<file path="config.mk">
export PLATFORM = sky130hd
export DESIGN_NAME = mem_port_arbiter
export DESIGN_NICKNAME = d
export VERILOG_FILES = /design/src/rtl/mem_port_arbiter.sv
export SDC_FILE = /design/constraint.sdc
export NUM_CORES = 1
export LEC_CHECK = 0
export CAP_MARGIN = 20
export CORE_AREA = 8 8 88 90
export DETAILED_ROUTE_END_ITERATION = 7
export DIE_AREA = 0 0 96 98
export GPL_TIMING_DRIVEN = 0
export PLACE_DENSITY = 0.79
export REMOVE_ABC_BUFFERS = 1
export SLEW_MARGIN = 20
export SYNTH_ARGS = -nofsm -noshare
export SYNTH_HDL_FRONTEND = slang
export SYNTH_SLANG_ARGS = --single-unit
</file>
<file path="constraint.sdc">
create_clock -name clk -period 4.4 [get_ports clk]
set_input_delay 0.44 -clock clk [delete_from_list [all_inputs] [get_ports clk]]
set_output_delay 0.44 -clock clk [all_outputs]
set_load 0.02 [all_outputs]
</file>
<file path="src/rtl/mem_port_arbiter.sv">
// mem_port_arbiter: shares memory port A between the CPU and a debug master.
// The CPU has priority. A starvation counter forces a debug slot after
// STARVE_MAX refused cycles, and a lock mode hands the port to debug exclusively.
// Read data returns one cycle after the grant, only to the master that issued it.
// fsm_state (1 = locked) and starve_count expose internal state for observation.
//
// Handshake: a master holds req and its fields stable until it sees gnt in the
// same cycle. A granted read returns rvalid for exactly one cycle on the next
// cycle. A granted write commits at the rising edge that ends the grant cycle.
module mem_port_arbiter #(
  parameter int ADDR_W     = 11,
  parameter int DATA_W     = 32,
  parameter int STARVE_MAX = 4
) (
  input  logic              clk,
  input  logic              rst,
  input  logic              cpu_req,
  input  logic              cpu_we,
  input  logic [ADDR_W-1:0] cpu_addr,
  input  logic [DATA_W-1:0] cpu_wdata,
  output logic              cpu_gnt,
  output logic              cpu_rvalid,
  output logic [DATA_W-1:0] cpu_rdata,
  output logic              cpu_stall,
  input  logic              dbg_req,
  input  logic              dbg_we,
  input  logic [ADDR_W-1:0] dbg_addr,
  input  logic [DATA_W-1:0] dbg_wdata,
  input  logic              dbg_lock,
  output logic              dbg_gnt,
  output logic              dbg_rvalid,
  output logic [DATA_W-1:0] dbg_rdata,
  output logic [ADDR_W-1:0] mem_addr,
  output logic [DATA_W-1:0] mem_din,
  output logic              mem_we,
  input  logic [DATA_W-1:0] mem_dout,
  output logic              fsm_state,
  output logic [3:0]        starve_count
);

  typedef enum logic {
    S_SHARE = 1'b0,
    S_LOCK  = 1'b1
  } state_t;

  localparam logic [3:0] STARVE_LIM = 4'(STARVE_MAX);

  state_t     state;
  logic [3:0] starve;
  logic       cpu_rd_q;
  logic       dbg_rd_q;
  logic       starved;
  logic       share_dbg;

  // Debug wins a shared cycle when the CPU is idle or debug has waited long enough.
  assign starved   = (starve == STARVE_LIM);
  assign share_dbg = dbg_req & (~cpu_req | starved);

  // Grant decision; in the release cycle of a lock only shared-mode debug rules apply.
  always_comb begin
    cpu_gnt = 1'b0;
    dbg_gnt = 1'b0;
    if (rst) begin
      if (state == S_LOCK) begin
        dbg_gnt = dbg_lock ? dbg_req : share_dbg;
      end else begin
        dbg_gnt = share_dbg;
        cpu_gnt = cpu_req & ~share_dbg;
      end
    end
  end

  // Port mux: the granted master drives the port, otherwise it idles at zero.
  always_comb begin
    mem_addr = '0;
    mem_din  = '0;
    mem_we   = 1'b0;
    if (dbg_gnt) begin
      mem_addr = dbg_addr;
      mem_din  = dbg_wdata;
      mem_we   = dbg_we;
    end else if (cpu_gnt) begin
      mem_addr = cpu_addr;
      mem_din  = cpu_wdata;
      mem_we   = cpu_we;
    end
  end

  assign cpu_stall    = cpu_req & ~cpu_gnt;
  assign cpu_rvalid   = cpu_rd_q;
  assign dbg_rvalid   = dbg_rd_q;
  assign cpu_rdata    = mem_dout;
  assign dbg_rdata    = mem_dout;
  assign fsm_state    = (state == S_LOCK);
  assign starve_count = starve;

  // Lock state machine, starvation counter and read-return owner flags.
  always_ff @(posedge clk) begin
    if (!rst) begin
      state    <= S_SHARE;
      starve   <= 4'd0;
      cpu_rd_q <= 1'b0;
      dbg_rd_q <= 1'b0;
    end else begin
      case (state)
        S_SHARE: if (dbg_gnt & dbg_lock) state <= S_LOCK;
        S_LOCK:  if (!dbg_lock) state <= S_SHARE;
        default: state <= S_SHARE;
      endcase
      if (dbg_gnt | ~dbg_req) begin
        starve <= 4'd0;
      end else if (!starved) begin
        starve <= starve + 4'd1;
      end
      cpu_rd_q <= cpu_gnt & ~cpu_we;
      dbg_rd_q <= dbg_gnt & ~dbg_we;
    end
  end

endmodule
</file>
==> results of run 1 <==
power breakdown:
group	internal, µW	leakage, µW	switching (µW)
Combinational	143	0.000810	86.6
Clock	62.5	0.0000228	26.1
Sequential	65.3	0.0000569	1.05
Total	271	0.000890	114
cell usage after synthesis:
| cell | n | share of area |
|---|---|---|
| buf_4 | 65 | 0.38 |
| a22o_1 | 44 | 0.30 |
| buf_6 | 7 | 0.062 |
| dfxtp_1 | 7 | 0.11 |
| inv_1 | 6 | 0.018 |
| nand2_1 | 3 | 0.0088 |
| nor2b_1 | 3 | 0.015 |
| nor3_1 | 3 | 0.012 |
| buf_2 | 2 | 0.0079 |
| ha_1 | 2 | 0.020 |
| nand3_1 | 2 | 0.0079 |
| nor2_1 | 2 | 0.0059 |
| a21oi_1 | 1 | 0.0039 |
| a31oi_1 | 1 | 0.0049 |
| and2_1 | 1 | 0.0049 |
| mux2i_1 | 1 | 0.0079 |
| nand3b_1 | 1 | 0.0059 |
| nor4_1 | 1 | 0.0049 |
| o2111a_1 | 1 | 0.0088 |
| o21a_1 | 1 | 0.0059 |
worst min-delay path by stage:
stage / from / to
after floorplan: cpu_we / cpu_rvalid
after global placement: starve_count[0] / starve_count[0]
after detailed placement: starve_count[0] / starve_count[0]
after CTS: starve_count[0] / starve_count[0]
after global routing: starve_count[0] / starve_count[0]
final: starve_count[0] / starve_count[0]
per-stage QoR:
stage,hold slack (ns),util
5_1_grt,0.547,0.366
6_report,0.519,0.366
3_3_place_gp,0.507,0.348
2_1_floorplan,0.512,-
4_1_cts,0.520,0.366
3_5_place_dp,0.515,0.359
per-layer routing:
layer,routed length [µm],vias up,global-route usage,part of all wire
met1,2620,619,0.154,0.36
li1,-,643,-,-
met2,2760,171,0.179,0.38
met5,27,-,0.0710,0.0037
met3,1900,8,0.172,0.26
met4,44,2,0.0225,0.0060
cells by family after synthesis:
| group | Yosys count | synth area share |
|---|---|---|
| flops | 7 | 0.110 |
| buf+inv | 80 | 0.471 |
| compound gates | 48 | 0.326 |
| simple gates | 16 | 0.0649 |
| mux | 1 | 0.00787 |
| fa+ha+maj | 2 | 0.0197 |
final cells by class:
| cell class | instances | area, µm² | area share |
|---|---|---|---|
| clock buffers | 4 | 45.0 | 0.0190 |
| inverters | 6 | 22.5 | 0.00949 |
| multi-input cells | 67 | 549 | 0.231 |
| flip-flops and latches | 7 | 140 | 0.0590 |
| well taps | 80 | 100 | 0.0422 |
| repair buffers | 148 | 1520 | 0.639 |
state kept, by name, summed over array words and instances (netlist names):
signal        flops
fsm_state         1
cpu_rvalid        1
starve_count      4
dbg_rvalid        1
layout by cell type (no fill, tap or decap), types with 2 or more instances in the layout:
master	Yosys	routed
clkbuf_8	0	3
nand3_1	2	2
a22o_1	44	44
nor3_1	3	3
nand2_1	3	3
inv_1	6	6
nor2b_1	3	3
ha_1	2	2
clkdlybuf4s50_1	0	146
nor2_1	2	2
dfxtp_1	7	7
buf_16	0	2
worst reg2reg max path, cell delays in order, from the launching register on:
cell      delay (ns)
dfxtp_1         0.34
inv_1           0.07
ha_1            0.18
nand3b_1        0.18
a31oi_4         0.64
buf_16          0.24
nor2b_1         0.15
==> metrics.txt, run 1 <==
setup_tns 0 ns; Std-Cell Rows 30; Worst path most repeated cell clkdlybuf4s50_1; period utilization 0.733; worst-case reg-to-reg path depth 6; wire length of the first global-routing pass 10200 µm; critical path arrival 2.79 ns; crit path launch type primary input; Avg Synthesized Cell Area 8.26 µm²; CTS max path bufs 2; largest net degree at the start of global routing 27; GRT Total Usage 0.146; starting density of the core 0.196; vias in the first global route 1628; maximum fanout along the worst path 26; Residual DRC 0; Hold Path Class flop to flop; Final Cell Area 0.00237 mm²; critical path cell sequence clkdlybuf4s50_1, nand2_1, a31oi_4, buf_16, a22o_1, clkdlybuf4s50_1; # fillers 658; Syn Std Cell Area 0.00127 mm²; Peak Freq 310 MHz; clk root buf clkbuf_8; CP bufs+invs 3; DP Area 0.00233 mm²; Seq/Total Area, Yosys 0.110; top cell family by delay on the critical path buffers and inverters; Iter 0 DRT Violations 30; setup bufs post-CTS 0; Inserted Clock Buffers 3; outcome completed; number of slew-limit violations in the final report 0; vias per cell 4.63; Final WS setup 1.17 ns; Core ar. 0.00649 mm²; CTS Hold Bufs 0; Detail Placement HPWL 6540 µm; Yosys warnings 0; synthesized flop and latch total 7; FF-to-FF Start starve_count[0]; post-CTS sizing 0; Detailed Route WL 7350 µm; chip height 98 µm; critical path required time 3.96 ns; synthesized instance count 154; clock skew 0.00300 ns; GPL Wtd Cong 0.721; WL per Instance 23.6 µm; Rel. slew slack 0.532; non-filler cells in the finished layout 312; initial antenna violation count 0; placed insts 308; max-cap violation count 0; CTS tree done; Syn-to-layout area delta 86.5%; max incr delay on CP 0.62 ns; reg-to-reg slack, setup 2.54 ns; RSZ-0062 raised after global routing false; worst slew pin tran 0.703 ns; htree depth 1; Final min period 3.23 ns; Reg clk slew, reported paths 0.04 ns; Lkg Pwr 0.000890 µW; WP depth 6; crit path to mem_addr[9]; critical path endpoint category primary output; Setup WS pre-CTS 1.17 ns; final total power 385 µW; die span in x 96 µm; Pwr Density 162 mW/mm²; via count 1443; Worst Setup SP rst; Yosys cell types 20; Peak VDD IR 0.121 mV; Final ANT Viol Nets 0; Clock Latency Late Sink 0.23 ns; drt pass-1 iters 4; count of final setup violators 0; final hold vios 0; Port Buffers 146; grt total ovfl 0; ANT cells 0; I/O pin cnt 243; Worst Setup Path Type primary input to primary output; Crit-path slowest cell a31oi_4; CTS Sinks 7; fraction of layout cells with a size suffix above 1 0.0302; Hold Path Stages 1; Worst R2R End dbg_rvalid; nets 360; Die ar. 0.00941 mm²
Power figures use the tool's default switching activity.
==> inputs of run 2 (changes only) <==
- CORE_AREA: 8 8 88 90 -> default
- CORE_ASPECT_RATIO: default -> 2
- CORE_MARGIN: default -> 8
- CORE_UTILIZATION: default -> 20
- DIE_AREA: 0 0 96 98 -> default
- clock period: 4.4 -> 3.1 ns (I/O delays scaled with it)
==> metrics.txt, run 2 (synthesis gave the netlist of run 1 again) <==
worst slew pin tran 0.442 ns (-0.260 ns); starting density of the core 0.203 (+0.00736); Clock Latency Late Sink 0.23 ns (about the same); Die ar. 0.00933 mm² (-0.88%); CTS tree done; Lkg Pwr 0.000920 µW (+3.5%); period utilization 0.943; Port Buffers 146 (unchanged); reg-to-reg slack, setup 1.32 ns (-1.22 ns); Worst Setup Path Type flop to primary output; outcome completed; largest net degree at the start of global routing 28 (+3.7%); count of final setup violators 0 (unchanged); clk root buf clkbuf_16; GRT Total Usage 0.172 (+0.0265); fraction of layout cells with a size suffix above 1 0.0424 (+0.0122); Final ANT Viol Nets 0 (unchanged); Inserted Clock Buffers 3 (unchanged); Residual DRC 0 (unchanged); I/O pin cnt 243 (unchanged); sw power 190 µW (+67%); wire length of the first global-routing pass 11400 µm (+12%); setup_tns 0 ns (unchanged); Peak Freq 342 MHz; placed insts 314 (+1.9%); sw frac 0.287 (-0.00841); Syn-to-layout area delta 93.5%; via count 1526 (+5.8%); CTS max path bufs 2 (unchanged); chip height 129 µm (+31%); Final Util 0.393 (+0.0279); non-filler cells in the finished layout 322 (+3.2%); Reg clk slew, reported paths 0.04 ns (about the same); vias per cell 4.74 (+2.5%); crit path launch type flop; vias in the first global route 1762 (+8.2%); max-cap violation count 0 (unchanged); max FFs per register 4 (unchanged); drt pass-1 iters 4 (unchanged); combinational power share 0.518 (-0.079); register share of total power 0.143 (-0.030); final hold vios 0 (unchanged); die span in x 72.4 µm (-25%); CTS Hold Bufs 0 (unchanged); clock skew 0.00281 ns (-0.000197 ns); clock share of power 0.339 (+0.109); Pint 470 µW (+74%); RSZ-0062 raised after global routing false; number of slew-limit violations in the final report 0 (unchanged); Final min period 2.92 ns; most frequent cells in the layout clkdlybuf4s50_1, a22o_1, dfxtp_1; htree depth 1 (unchanged); ANT cells 0 (unchanged); initial antenna violation count 0 (unchanged); Rel. slew slack 0.704 (+0.173); critical path endpoint category primary output; critical path arrival 2.61 ns (-0.18 ns); WL per Instance 27.5 µm (+17%); Detail Placement HPWL 7670 µm (+17%); CTS Sinks 7 (unchanged); Core ar. 0.00626 mm² (-3.6%); Std-Cell Rows 41 (+37%); grt total ovfl 0 (unchanged); GPL Wtd Cong 0.719 (-0.25%); nets 364 (+1.1%); Pwr Density 268 mW/mm² (+65%); Hold Path Class flop to flop; Detailed Route WL 8850 µm (+20%); maximum fanout along the worst path 27 (+3.8%); Iter 0 DRT Violations 38 (+27%); most common cell after layout, fill and taps aside clkdlybuf4s50_1; Peak VDD IR 0.142 mV (+17%); critical path required time 2.79 ns (-1.17 ns)
-- run 2: power groups by stage --
| stage | clock, µW | sequential [µW] | combinational, µW |
|---|---|---|---|
| 2_1_floorplan | 0 | 98.2 | 106 |
| 3_3_place_gp | 0 | 95.5 | 324 |
| 3_5_place_dp | 0 | 95.7 | 336 |
| 4_1_cts | 228 | 94.3 | 337 |
| 5_1_grt | 232 | 94.7 | 361 |
| 6_report | 224 | 94.3 | 342 |
-- run 2: area by class of cell --
cell class / count / area [µm²]
multi-input combinational: 69 / 582
clock buffer: 4 / 78.8
timing repair buffer: 150 / 1530
sequential: 7 / 140
tap: 86 / 108
inverter: 6 / 22.5
fill: 674 / 3800
-- run 2: final timing paths --
kind,startpoint,depth (start not counted),to
setup / recovery,starve_count[0],7,mem_din[0]
hold / removal,starve_count[0],1,starve_count[0]
setup reg to reg,starve_count[0],5,cpu_rvalid
hold reg to reg,starve_count[0],1,starve_count[0]
-- run 2: layer usage --
layer	global-route usage	vias to the layer above	part of all wire
met5	0.0523	-	0.0049
met4	0.0534	2	0.0093
met3	0.183	6	0.23
met2	0.228	194	0.41
met1	0.173	665	0.34
li1	-	659	-
-- run 2: what timing repair did --
item | in CTS | in global routing
endpoints found under the setup margin | 0 | 25
gates resized for setup | 0 | 1
buffers inserted | 0 | 2
-- run 2: stage by stage --
| step | total power, µW | setup WS, ns | hold WS (ns) | area [µm²] |
|---|---|---|---|---|
| 2_1_floorplan | 204 | -0.715 | 0.382 | 696 |
| 3_3_place_gp | 420 | -1.92 | 0.503 | 2260 |
| 3_5_place_dp | 432 | 0.136 | 0.524 | 2340 |
| 4_1_cts | 660 | 0.0410 | 0.529 | 2410 |
| 5_1_grt | 688 | 0.0461 | 0.559 | 2460 |
| 6_report | 660 | 0.176 | 0.520 | 2460 |
-- run 2: critical path, stage by stage, from the launching register on --
cell and delay [ns]:
dfxtp_1 0.38, inv_1 0.06, ha_1 0.23, nand3b_1 0.36, o2111a_2 0.34, buf_16 0.17
a22o_1 0.18, clkdlybuf4s50_1 0.64
==> inputs of run 3 (changes only) <==
- TNS_END_PERCENT: default -> 30
==> results of run 3 <==
The final DEF is identical to that of run 2; final timing and power are the same.
